--- config.mk ---
export PLATFORM = sky130hd
export DESIGN_NAME = sdram_request_buffer_flat
export DESIGN_NICKNAME = d
export VERILOG_FILES = /design/src/rtl/sdram_request_buffer_pkg.sv /design/src/rtl/sdram_request_buffer_if.sv /design/src/rtl/sdram_request_buffer_fifo.sv /design/src/rtl/sdram_request_buffer.sv /design/src/flat_wrapper.sv
export SDC_FILE = /design/constraint.sdc
export NUM_CORES = 1
export LEC_CHECK = 0
export ABC_AREA = 1
export BUFFER_PORTS_ARGS = -buffer_cell sky130_fd_sc_hd__buf_2
export CORE_UTILIZATION = 45
export CTS_CLUSTER_SIZE = 25
export DETAILED_ROUTE_END_ITERATION = 6
export PLACE_DENSITY = 0.63
export REMOVE_ABC_BUFFERS = 1
export SYNTH_ARGS = -nofsm -noshare
export SYNTH_HDL_FRONTEND = slang
export SYNTH_SLANG_ARGS = --single-unit
--- constraint.sdc ---
create_clock -name clock_50Mhz -period 4.6 [get_ports clock_50Mhz]
set_clock_uncertainty 0.05 [all_clocks]
set_input_delay 0.46 -clock clock_50Mhz [delete_from_list [all_inputs] [get_ports clock_50Mhz]]
set_output_delay 0.46 -clock clock_50Mhz [all_outputs]
set_load 0.02 [all_outputs]
--- src/rtl/sdram_request_buffer_pkg.sv ---
// Shared types and default widths for the music-box SDRAM request path.
// Request entries are packed so the queue stores one word per command.
package music_box_pkg;

  localparam int SRB_DEPTH   = 4;
  localparam int SRB_ADDR_W  = 25;
  localparam int SRB_DATA_W  = 16;
  localparam int SRB_TIMEOUT = 1023;

  typedef struct packed {
    logic [SRB_ADDR_W-1:0] addr;
    logic [SRB_DATA_W-1:0] wdata;
    logic                  is_write;
  } sdram_req_t;

  typedef enum logic [1:0] {
    SRB_IDLE      = 2'd0,
    SRB_ISSUE     = 2'd1,
    SRB_WAIT_READ = 2'd2
  } srb_state_t;

endpackage

--- src/rtl/sdram_request_buffer_if.sv ---
// Request-side and controller-side buses of the SDRAM request buffer.
// master drives the command, slave answers it.
interface srb_req_if #(
  parameter int ADDR_W = 25,
  parameter int DATA_W = 16
);
  logic [ADDR_W-1:0] req_inputAddress;
  logic [DATA_W-1:0] req_writeData;
  logic              req_isWriting;
  logic              req_inputValid;
  logic              req_ready;
  logic [DATA_W-1:0] rsp_readData;
  logic              rsp_outputValid;

  modport master (
    output req_inputAddress, req_writeData, req_isWriting, req_inputValid,
    input  req_ready, rsp_readData, rsp_outputValid
  );
  modport slave (
    input  req_inputAddress, req_writeData, req_isWriting, req_inputValid,
    output req_ready, rsp_readData, rsp_outputValid
  );
endinterface

interface srb_sdram_if #(
  parameter int ADDR_W = 25,
  parameter int DATA_W = 16
);
  logic [ADDR_W-1:0] sdram_inputAddress;
  logic [DATA_W-1:0] sdram_writeData;
  logic              sdram_isWriting;
  logic              sdram_inputValid;
  logic [DATA_W-1:0] sdram_readData;
  logic              sdram_outputValid;
  logic              sdram_recievedCommand;
  logic              sdram_isBusy;

  modport master (
    output sdram_inputAddress, sdram_writeData, sdram_isWriting, sdram_inputValid,
    input  sdram_readData, sdram_outputValid, sdram_recievedCommand, sdram_isBusy
  );
  modport slave (
    input  sdram_inputAddress, sdram_writeData, sdram_isWriting, sdram_inputValid,
    output sdram_readData, sdram_outputValid, sdram_recievedCommand, sdram_isBusy
  );
endinterface

--- src/rtl/sdram_request_buffer_fifo.sv ---
// DEPTH-entry synchronous FIFO of sdram_req_t; head is readable combinationally.
// Push while full and pop while empty are ignored; flush empties it next cycle.
module sdram_req_fifo
  import music_box_pkg::*;
#(
  parameter int DEPTH = 4
) (
  input  logic                   clk,
  input  logic                   rst,
  input  logic                   i_push,
  input  logic                   i_pop,
  input  logic                   i_flush,
  input  sdram_req_t             i_dat,
  output sdram_req_t             o_dat,
  output logic                   o_full,
  output logic                   o_empty,
  output logic [$clog2(DEPTH):0] o_count
);
  localparam int AW = $clog2(DEPTH);
  localparam int CW = AW + 1;

  sdram_req_t          r_mem [DEPTH];
  logic [AW-1:0]       r_wptr;
  logic [AW-1:0]       r_rptr;
  logic [CW-1:0]       r_count;
  logic                w_push;
  logic                w_pop;

  assign o_full  = (r_count == CW'(DEPTH));
  assign o_empty = (r_count == '0);
  assign o_count = r_count;
  assign o_dat   = r_mem[r_rptr];
  assign w_push  = i_push && !o_full;
  assign w_pop   = i_pop && !o_empty;

  always_ff @(posedge clk) begin
    if (w_push) r_mem[r_wptr] <= i_dat;
  end

  // Pointers are AW bits wide, so they wrap modulo DEPTH on their own.
  always_ff @(posedge clk) begin
    if (rst || i_flush) begin
      r_wptr  <= '0;
      r_rptr  <= '0;
      r_count <= '0;
    end else begin
      if (w_push) r_wptr <= r_wptr + 1'b1;
      if (w_pop)  r_rptr <= r_rptr + 1'b1;
      case ({w_push, w_pop})
        2'b10:   r_count <= r_count + 1'b1;
        2'b01:   r_count <= r_count - 1'b1;
        default: r_count <= r_count;
      endcase
    end
  end
endmodule

--- src/rtl/sdram_request_buffer.sv ---
// Queues SDRAM requests and issues them one at a time, holding each until accepted.
// Read data returns as a one-cycle pulse; overflow and controller timeouts are sticky.
module sdram_request_buffer
  import music_box_pkg::*;
#(
  parameter int DEPTH          = SRB_DEPTH,
  parameter int ADDR_W         = SRB_ADDR_W,
  parameter int DATA_W         = SRB_DATA_W,
  parameter int TIMEOUT_CYCLES = SRB_TIMEOUT
) (
  input  logic                   clock_50Mhz,
  input  logic                   reset,
  input  logic                   flush,
  srb_req_if.slave               req,
  srb_sdram_if.master            sdram,
  output logic [$clog2(DEPTH):0] queueCount,
  output logic                   overflowError,
  output logic                   timeoutError
);
  localparam int TW = $clog2(TIMEOUT_CYCLES + 1);
  localparam logic [1:0] ST_IDLE      = SRB_IDLE;
  localparam logic [1:0] ST_ISSUE     = SRB_ISSUE;
  localparam logic [1:0] ST_WAIT_READ = SRB_WAIT_READ;

  logic [1:0]        r_state;
  sdram_req_t        r_cmd;
  logic              r_ivld;
  logic              r_rsp_vld;
  logic [DATA_W-1:0] r_rsp_dat;
  logic              r_ovf;
  logic              r_tmo;
  logic              r_drop;
  logic [TW-1:0]     r_timer;

  sdram_req_t        w_in;
  sdram_req_t        w_head;
  sdram_req_t        w_next;
  logic              w_full;
  logic              w_empty;
  logic              w_push_req;
  logic              w_issue_ok;
  logic              w_issue;
  logic              w_bypass;
  logic              w_pop;
  logic              w_timer_hit;
  logic              w_deliver;

  assign w_in        = '{addr: req.req_inputAddress, wdata: req.req_writeData,
                         is_write: req.req_isWriting};
  assign w_push_req  = req.req_inputValid && !w_full && !flush;
  assign w_issue_ok  = (r_state == ST_IDLE) && !sdram.sdram_isBusy && !flush;
  // An empty queue forwards the incoming request straight to the controller.
  assign w_bypass    = w_issue_ok && w_empty && w_push_req;
  assign w_issue     = w_issue_ok && (!w_empty || w_push_req);
  assign w_pop       = w_issue && !w_empty;
  assign w_next      = w_empty ? w_in : w_head;
  assign w_timer_hit = (r_timer == TW'(TIMEOUT_CYCLES - 1));
  assign w_deliver   = !(r_drop || flush);

  sdram_req_fifo #(.DEPTH(DEPTH)) u_fifo (
    .clk     (clock_50Mhz),
    .rst     (reset),
    .i_push  (w_push_req && !w_bypass),
    .i_pop   (w_pop),
    .i_flush (flush),
    .i_dat   (w_in),
    .o_dat   (w_head),
    .o_full  (w_full),
    .o_empty (w_empty),
    .o_count (queueCount)
  );

  always_ff @(posedge clock_50Mhz) begin
    if (reset) begin
      r_state   <= ST_IDLE;
      r_cmd     <= '0;
      r_ivld    <= 1'b0;
      r_rsp_vld <= 1'b0;
      r_rsp_dat <= '0;
      r_ovf     <= 1'b0;
      r_tmo     <= 1'b0;
      r_drop    <= 1'b0;
      r_timer   <= '0;
    end else begin
      r_rsp_vld <= 1'b0;
      if (req.req_inputValid && w_full) r_ovf <= 1'b1;
      // A flush while a read is in flight suppresses its response.
      if (flush && r_state != ST_IDLE) r_drop <= 1'b1;
      case (r_state)
        ST_IDLE: begin
          if (w_issue) begin
            r_cmd   <= w_next;
            r_ivld  <= 1'b1;
            r_timer <= '0;
            r_drop  <= 1'b0;
            r_state <= ST_ISSUE;
          end
        end
        ST_ISSUE: begin
          if (sdram.sdram_recievedCommand) begin
            r_ivld <= 1'b0;
            if (r_cmd.is_write) begin
              r_state <= ST_IDLE;
            end else if (sdram.sdram_outputValid) begin
              if (w_deliver) begin
                r_rsp_dat <= sdram.sdram_readData;
                r_rsp_vld <= 1'b1;
              end
              r_state <= ST_IDLE;
            end else begin
              r_timer <= '0;
              r_state <= ST_WAIT_READ;
            end
          end else if (w_timer_hit) begin
            r_ivld  <= 1'b0;
            r_tmo   <= 1'b1;
            r_state <= ST_IDLE;
          end else begin
            r_timer <= r_timer + 1'b1;
          end
        end
        ST_WAIT_READ: begin
          if (sdram.sdram_outputValid) begin
            if (w_deliver) begin
              r_rsp_dat <= sdram.sdram_readData;
              r_rsp_vld <= 1'b1;
            end
            r_state <= ST_IDLE;
          end else if (w_timer_hit) begin
            r_tmo   <= 1'b1;
            r_state <= ST_IDLE;
          end else begin
            r_timer <= r_timer + 1'b1;
          end
        end
        default: r_state <= ST_IDLE;
      endcase
    end
  end

  assign req.req_ready          = !w_full;
  assign req.rsp_readData       = r_rsp_dat;
  assign req.rsp_outputValid    = r_rsp_vld;
  assign sdram.sdram_inputAddress = r_cmd.addr;
  assign sdram.sdram_writeData    = r_cmd.wdata;
  assign sdram.sdram_isWriting    = r_cmd.is_write;
  assign sdram.sdram_inputValid   = r_ivld;
  assign overflowError            = r_ovf;
  assign timeoutError             = r_tmo;
endmodule

--- src/flat_wrapper.sv ---
// flat-port wrapper written by rule: the top's interface ports become plain ports
module sdram_request_buffer_flat import music_box_pkg::*;
#(
  parameter int DEPTH          = SRB_DEPTH,
  parameter int ADDR_W         = SRB_ADDR_W,
  parameter int DATA_W         = SRB_DATA_W,
  parameter int TIMEOUT_CYCLES = SRB_TIMEOUT
)
  (clock_50Mhz, reset, flush, queueCount, overflowError, timeoutError, req_req_inputAddress, req_req_writeData, req_req_isWriting, req_req_inputValid, req_req_ready, req_rsp_readData, req_rsp_outputValid, sdram_sdram_inputAddress, sdram_sdram_writeData, sdram_sdram_isWriting, sdram_sdram_inputValid, sdram_sdram_readData, sdram_sdram_outputValid, sdram_sdram_recievedCommand, sdram_sdram_isBusy);
  srb_req_if #(.ADDR_W(ADDR_W), .DATA_W(DATA_W)) req_i ();
  srb_sdram_if #(.ADDR_W(ADDR_W), .DATA_W(DATA_W)) sdram_i ();
  input  logic clock_50Mhz;
  input  logic reset;
  input  logic flush;
  output logic [$clog2(DEPTH):0] queueCount;
  output logic overflowError;
  output logic timeoutError;
  input wire logic [$bits(req_i.req_inputAddress)-1:0] req_req_inputAddress;
  input wire logic [$bits(req_i.req_writeData)-1:0] req_req_writeData;
  input wire logic [$bits(req_i.req_isWriting)-1:0] req_req_isWriting;
  input wire logic [$bits(req_i.req_inputValid)-1:0] req_req_inputValid;
  output wire logic [$bits(req_i.req_ready)-1:0] req_req_ready;
  output wire logic [$bits(req_i.rsp_readData)-1:0] req_rsp_readData;
  output wire logic [$bits(req_i.rsp_outputValid)-1:0] req_rsp_outputValid;
  output wire logic [$bits(sdram_i.sdram_inputAddress)-1:0] sdram_sdram_inputAddress;
  output wire logic [$bits(sdram_i.sdram_writeData)-1:0] sdram_sdram_writeData;
  output wire logic [$bits(sdram_i.sdram_isWriting)-1:0] sdram_sdram_isWriting;
  output wire logic [$bits(sdram_i.sdram_inputValid)-1:0] sdram_sdram_inputValid;
  input wire logic [$bits(sdram_i.sdram_readData)-1:0] sdram_sdram_readData;
  input wire logic [$bits(sdram_i.sdram_outputValid)-1:0] sdram_sdram_outputValid;
  input wire logic [$bits(sdram_i.sdram_recievedCommand)-1:0] sdram_sdram_recievedCommand;
  input wire logic [$bits(sdram_i.sdram_isBusy)-1:0] sdram_sdram_isBusy;
  assign req_i.req_inputAddress = req_req_inputAddress;
  assign req_i.req_writeData = req_req_writeData;
  assign req_i.req_isWriting = req_req_isWriting;
  assign req_i.req_inputValid = req_req_inputValid;
  assign req_req_ready = req_i.req_ready;
  assign req_rsp_readData = req_i.rsp_readData;
  assign req_rsp_outputValid = req_i.rsp_outputValid;
  assign sdram_sdram_inputAddress = sdram_i.sdram_inputAddress;
  assign sdram_sdram_writeData = sdram_i.sdram_writeData;
  assign sdram_sdram_isWriting = sdram_i.sdram_isWriting;
  assign sdram_sdram_inputValid = sdram_i.sdram_inputValid;
  assign sdram_i.sdram_readData = sdram_sdram_readData;
  assign sdram_i.sdram_outputValid = sdram_sdram_outputValid;
  assign sdram_i.sdram_recievedCommand = sdram_sdram_recievedCommand;
  assign sdram_i.sdram_isBusy = sdram_sdram_isBusy;
  sdram_request_buffer #(.DEPTH(DEPTH), .ADDR_W(ADDR_W), .DATA_W(DATA_W), .TIMEOUT_CYCLES(TIMEOUT_CYCLES)) u_core (.clock_50Mhz(clock_50Mhz), .reset(reset), .flush(flush), .req(req_i), .sdram(sdram_i), .queueCount(queueCount), .overflowError(overflowError), .timeoutError(timeoutError));
endmodule
# Word level (Yosys, flattened, before mapping)
# Memory sizes are Yosys's and may differ from the RTL's. A register that Yosys moved wholly into a read port is not among the register bits.
# Cells that the tools add are included.
[word_totals]
output_inout_bits = 66
in_bits = 65
register_bits = 82
memories = 1
word_cells = 108
ram_bits = 168
[classes]
n_eq_ne = 14
reduce_logical = 33
n_addsub = 5
mux = 41
[memory_table]
columns = ["memory", "depth", "word_bits", "read_ports", "rd_ports_with_merged_regs", "wr", "line_no", "source"]
rows = [
  ["u_core.u_fifo.r_mem", 4, 42, 1, 1, 1, "sdram_request_buffer_fifo.sv:22", "sdram_req_t r_mem [DEPTH];"],
]
[op_table]
columns = ["op", "count"]
rows = [
  ["2-to-1 mux 16 bit", 4],
  ["2-to-1 mux 10 bit", 6],
  ["2-to-1 mux 42 bit", 1],
  ["one-hot mux 16 bit (2 select lines)", 1],
  ["one-hot mux 10 bit (3 select lines)", 1],
  ["2-to-1 mux 2 bit", 8],
  ["2-to-1 mux 1 bit", 15],
  ["logical AND 1 bit", 13],
  ["adder 10 x 1 -> 10 bit (second input constant)", 1],
  ["== test 10 bit (second input constant)", 1],
  ["AND reduction 3 bit", 3],
  ["!= test 2 bit (second input constant)", 4],
  ["nonzero test 2 bit", 4],
  ["!= test 3 bit (second input constant)", 2],
  ["one-hot mux 1 bit (2 select lines)", 3],
  ["one-hot mux 2 bit (3 select lines)", 1],
  ["one-hot mux 3 bit (2 select lines)", 1],
  ["logical NOT 1 bit", 5],
  ["AND reduction 5 bit", 1],
  ["adder 2 x 1 -> 2 bit (second input constant)", 2],
  ["== test 2 x 1 -> 1 bit (second input constant)", 2],
  ["== test 2 bit (second input constant)", 2],
  ["adder 3 x 1 -> 3 bit (second input constant)", 1],
  ["== test 3 bit (second input constant)", 1],
  ["other kinds (8)", 10],
]

# Logic depth before layout (Yosys ltp)
[logic_depth]
depth_word = 10
depth_mapped = 13

# Modules after synthesis
# From an unflattened synthesis, not the netlist that was laid out.
[unflattened]
cells_unflattened = 998
hier_area_um2 = 10256.1
[modules_own_cells]
columns = ["module", "area_each_um2", "instances", "cells_per_inst"]
rows = [
  ["sdram_req_fifo", 6706.4, 1, 478],
  ["sdram_request_buffer", 3549.7, 1, 520],
]

# Least setup slack after synthesis
# Ideal clock, no wire load.
[synth_timing]
kind = "reg2reg"
start = "register u_core.u_fifo.r_count[0] (netlist: u_core.u_fifo.o_count[0])"
end = "memory u_core.u_fifo.r_mem[0][0] (netlist name) (enable)"
arrival_ns = 2.978
period_less_slack_ns = 3.469
path_stages_with_launch = 7
path_slack_ns = 1.131
cell_sequence = "dfxtp_1 nor2_2 nand2_1 nand3_1 a21oi_1 inv_1 nor2_1"
[synth_between]
elab_chain_cells = 10
elab_cells_between_ends = 12
classes_between = "eq/ne: 1; mux: 2; reduce/logical: 9"
[synth_rtl]
columns = ["element", "line_no", "source"]
rows = [
  ["start: declaration", "sdram_request_buffer_fifo.sv:25", "logic [CW-1:0] r_count;"],
  ["start signal: assignment", "sdram_request_buffer_fifo.sv:50", "2'b10: r_count <= r_count + 1'b1;"],
  ["start signal: assignment", "sdram_request_buffer_fifo.sv:51", "2'b01: r_count <= r_count - 1'b1;"],
  ["start signal: assignment", "sdram_request_buffer_fifo.sv:52", "default: r_count <= r_count;"],
  ["== test 3 bit (*)", "sdram_request_buffer_fifo.sv:29", "assign o_full = (r_count == CW'(DEPTH));"],
  ["logical NOT 1 bit (*)", "-", ""],
  ["net req_req_ready", "flat_wrapper.sv:22", "output wire logic [$bits(req_i.req_ready)-1:0] req_req_ready;"],
  ["logical AND 1 bit (2 in series)", "sdram_request_buffer.sv:50", "assign w_push_req = req.req_inputValid && !w_full && !flush;"],
  ["logical AND 1 bit", "sdram_request_buffer.sv:53", "assign w_bypass = w_issue_ok && w_empty && w_push_req;"],
  ["logical NOT 1 bit", "sdram_request_buffer.sv:63", ".i_push (w_push_req && !w_bypass),"],
  ["logical AND 1 bit", "sdram_request_buffer.sv:63", ""],
  ["logical AND 1 bit (*)", "sdram_request_buffer_fifo.sv:33", "assign w_push = i_push && !o_full;"],
  ["2-to-1 mux 1 bit (*)", "sdram_request_buffer_fifo.sv:37", "if (w_push) r_mem[r_wptr] <= i_dat;"],
  ["2-to-1 mux 1 bit (implied by the code) (*)", "sdram_request_buffer_fifo.sv:37", ""],
  ["end: declaration", "sdram_request_buffer_fifo.sv:22", ""],
]
# The timed path passes the listed nets; every way through them passes the cells marked *.

# Final worst setup path
[layout_timing]
start = "register u_core.r_state[0]"
end = "memory u_core.u_fifo.r_mem[1][41] (netlist name) (enable)"
[layout_between]
elab_chain_cells = 10
[layout_rtl]
columns = ["element", "line_no", "source"]
rows = [
  ["start: declaration", "sdram_request_buffer.sv:25", "logic [1:0] r_state;"],
  ["start signal: assignment", "sdram_request_buffer.sv:75", "r_state <= ST_IDLE;"],
  ["start signal: assignment", "sdram_request_buffer.sv:96", "r_state <= ST_ISSUE;"],
  ["start signal: assignment", "sdram_request_buffer.sv:103", "r_state <= ST_IDLE;"],
  ["logical NOT 2 bit", "sdram_request_buffer.sv:51", "assign w_issue_ok = (r_state == ST_IDLE) && !sdram.sdram_isBusy && !flush;"],
  ["logical AND 1 bit (2 in series)", "sdram_request_buffer.sv:51", ""],
  ["logical AND 1 bit (2 in series)", "sdram_request_buffer.sv:53", ""],
  ["logical NOT 1 bit", "sdram_request_buffer.sv:63", ""],
  ["logical AND 1 bit", "sdram_request_buffer.sv:63", ""],
  ["logical AND 1 bit", "sdram_request_buffer_fifo.sv:33", ""],
  ["2-to-1 mux 1 bit", "sdram_request_buffer_fifo.sv:37", ""],
  ["2-to-1 mux 1 bit (implied by the code)", "sdram_request_buffer_fifo.sv:37", ""],
]
# Every way passes these cells.

==> metrics.txt <==
status completed; hold violation total from the final report 0; fraction of synthesis flops using an asynchronous set or reset pin 0; antenna fix cells 0; pin count of the biggest net entering global routing between 80 and 90; Worst path most repeated cell inv_1; number of instances in the placed design ~1300; global-route wire length before repair ~34000 um; detailed-route DRC error count 0; clock network fraction of design power 0.422; I/O Pins 131; final wirelength ~22000 um; required time of the worst setup path ~4.8 ns; Internal Power ~3.7 mW; standard-cell row count 54; Combinational Power Share 0.059; Final GP Congestion between 0.8 and 0.9; fraction of synthesized cell area taken by the top area cell type 0.500; worst path cell trace inv_1 > ha_1 > inv_1 > nor3_4 > a21oi_1 > inv_1 > nor2_4 > buf_4; antenna violations before repair 3; unrepaired setup endpoints after global routing false; top cells by count, synth 175 x nor2_1, 168 x edfxtp_1, 163 x o21ai_0; layout cell share with drive strength beyond 1 0.181; crit path kind flip-flop to flip-flop; starting DRC count in detailed routing 440; die span in x ~150 um; Clock H-tree levels 1; clock latency of the later-clocked register in the worst-skew pair 0.53 ns; main flop type after synthesis edfxtp_1; library cells used by synthesis 30; worst path buffer plus inverter count 4; Switching Fraction 0.217; post-synthesis instance area a little over 10000 um^2; worst slew pin tran 1.04 ns; area of placed instances ~11000 um^2; net total in the final layout 1156; power density over the cells a little over 400 nW/um^2; net load switching power approximately 1.0 mW; aggregate global routing overflow 0; clock tree from TritonCTS done; total negative setup slack 0 ns; detailed-route vias per instance 5.21; crit path time final around 2.8 ns; number of buffers on the longest clock path 3; placeable core area 21900 um^2; Yosys warnings 0; min-delay worst type input port to flip-flop; Total GRT Usage 0.193; data arrival time of the worst path 2.97 ns; Worst path slowest cell nor2_4; Worst IR Drop VDD 0.228 mV; Period Utilization, post-route 0.615; final setup violation count 0; final count of pins violating max slew 0; final routed wire length divided by cell count approximately 16 um; sequential cell area fraction in the yosys report 0.666; EDFF count, synth about 170; port buffer count 130; number of global-route vias before repair about 6700; count of buffers added by post-CTS timing repair for setup 0; effective utilization at floorplan 0.461; post-synthesis instance total approximately 960; Post-Syn Area per Cell between 10 and 15 um^2; FMAX approximately 350 MHz; Max Cap Violations 0; type of element capturing the critical path flip-flop; clock-pin slew reported for the worst setup and hold paths after clock tree synthesis roughly 0.060 ns; flop2flop setup slack 1.77 ns; total half-perimeter wirelength after legalization and detailed placement between 10000 and 15000 um; family with the most delay on the worst path buffers and inverters; leakage power summed over all cells 4.52 nW; floorplan die height around 150 um; area leader, netlist edfxtp_1; total via count in the routed design 7186; non-filler cells in the finished layout between 1000 and 1500; maximum cell stage delay along the critical path roughly 0.66 ns; Final Hold Slack 0.106 ns; top-count cell post-synth nor2_1; post-route antenna net violation count 0; Root Driver clkbuf_16; clock net sink count between 200 and 300; # hold bufs at CTS 0; flops & latches, synth 252; top cells by area, synth edfxtp_1 50%, dfxtp_1 17%, o21ai_0 8.1%; crit-path max FO 24; area growth from synthesis to layout 16.6%; crit path launch type flip-flop; part of the total power dissipated in sequential elements 0.520; post-route standard cell area excluding fillers roughly 12000 um^2; overall die area between 20000 and 25000 um^2; DRT Pass-1 Iters 5; number of gates given a new drive strength after cts 0; tightest slew margin relative to the limit 0.307; clock buffer count from CTS 26
## stage by stage
stage | util | power, mW | setup WS [ns]
2_1_floorplan | - | 2.68 | 0.0516
3_3_place_gp | 0.500 | 2.81 | 1.78
3_5_place_dp | 0.500 | 2.82 | 1.73
4_1_cts | 0.537 | 4.83 | 1.72
5_1_grt | 0.537 | 4.95 | 1.55
6_report | 0.537 | 4.78 | 1.77
## cell usage in the layout, fill, tap and decap left out
cell type | netlist | layout
o21bai_1 | 1 | 1
dfxtp_2 | 0 | 2
o21ai_1 | 12 | 12
bufinv_16 | 0 | 1
nor2_2 | 3 | 3
clkbuf_8 | 0 | 4
inv_4 | 1 | 1
buf_4 | 2 | 10
inv_1 | 42 | 40
clkinv_2 | 0 | 4
o22ai_1 | 20 | 20
nand2_1 | 102 | 101
clkinv_1 | 0 | 3
ha_1 | 11 | 11
nor2_4 | 0 | 4
nand2_4 | 2 | 2
o211ai_1 | 8 | 8
clkbuf_16 | 0 | 27
nor3_1 | 3 | 3
nor3_4 | 2 | 2
a21oi_1 | 68 | 68
fa_1 | 1 | 1
buf_2 | 15 | 130
dfxtp_1 | 84 | 82
clkbuf_1 | 26 | 9
nor2_1 | 175 | 171
nand2_2 | 1 | 2
nand4_1 | 2 | 2
a21o_1 | 1 | 1
nand3_1 | 22 | 22
a31oi_1 | 14 | 14
o21ai_0 | 163 | 163
edfxtp_1 | 168 | 168
inv_2 | 5 | 7
## flip-flops by register name, summed over array words and instances (netlist names), named ones only
name	cells
u_core.sdram.sdram_inputValid	1
u_core.sdram.sdram_inputAddress	25
u_core.req.rsp_outputValid	1
u_core.u_fifo.r_rptr	2
u_core.overflowError	1
u_core.sdram.sdram_isWriting	1
u_core.req.rsp_readData	16
u_core.sdram.sdram_writeData	16
u_core.u_fifo.r_wptr	2
u_core.timeoutError	1
u_core.r_drop	1
u_core.r_state	2
u_core.u_fifo.r_mem	168
u_core.u_fifo.o_count	3
u_core.r_timer	10
## power groups by stage
stage | registers [mW] | logic [mW] | clock network, mW
4_1_cts | 2.48 | 0.284 | 2.06
2_1_floorplan | 2.56 | 0.121 | 0
6_report | 2.48 | 0.280 | 2.02
3_3_place_gp | 2.53 | 0.280 | 0
5_1_grt | 2.49 | 0.314 | 2.14
3_5_place_dp | 2.53 | 0.283 | 0
## cells by family after synthesis
kind of cell,after synthesis,synth area share
compound gates,287,0.149
fa+ha+maj,12,0.0156
simple gates,312,0.125
buf+inv,101,0.0444
flops,252,0.666
## final cells by class
| type | instances | area, um^2 |
|---|---|---|
| inverter | 48 | 183 |
| fill | 1973 | 10100 |
| multi-input combinational | 611 | 2950 |
| tap | 280 | 350 |
| timing repair buffer | 140 | 726 |
| clock buffer | 40 | 764 |
| sequential | 252 | 6730 |
| clock inverter | 8 | 61.3 |
## worst register-to-register path, cell delays in order (launching register included)
cell     delay, ns
dfxtp_1       0.37
inv_1         0.08
ha_1          0.23
inv_1         0.14
nor3_4        0.07
a21oi_1       0.22
inv_1         0.25
nor2_4        0.66
buf_4         0.42
## worst paths after layout
check,startpoint,to,depth (start not counted)
setup / recovery,u_core.r_state[0],u_core.u_fifo.r_mem[1][41],8
hold / removal,sdram_sdram_readData[4],u_core.req.rsp_readData[4],3
setup reg to reg,u_core.r_state[0],u_core.u_fifo.r_mem[1][41],8
hold reg to reg,u_core.sdram.sdram_inputValid,u_core.sdram.sdram_inputValid,2
## metal layers
metal,GRT usage,vias up,wire length [um]
met3,0.0377,37,1430
met1,0.260,3374,9910
li1,-,3589,-
met2,0.315,180,10400
met5,0,-,33
met4,0.0554,6,380
(Power assumes the default switching activity.)
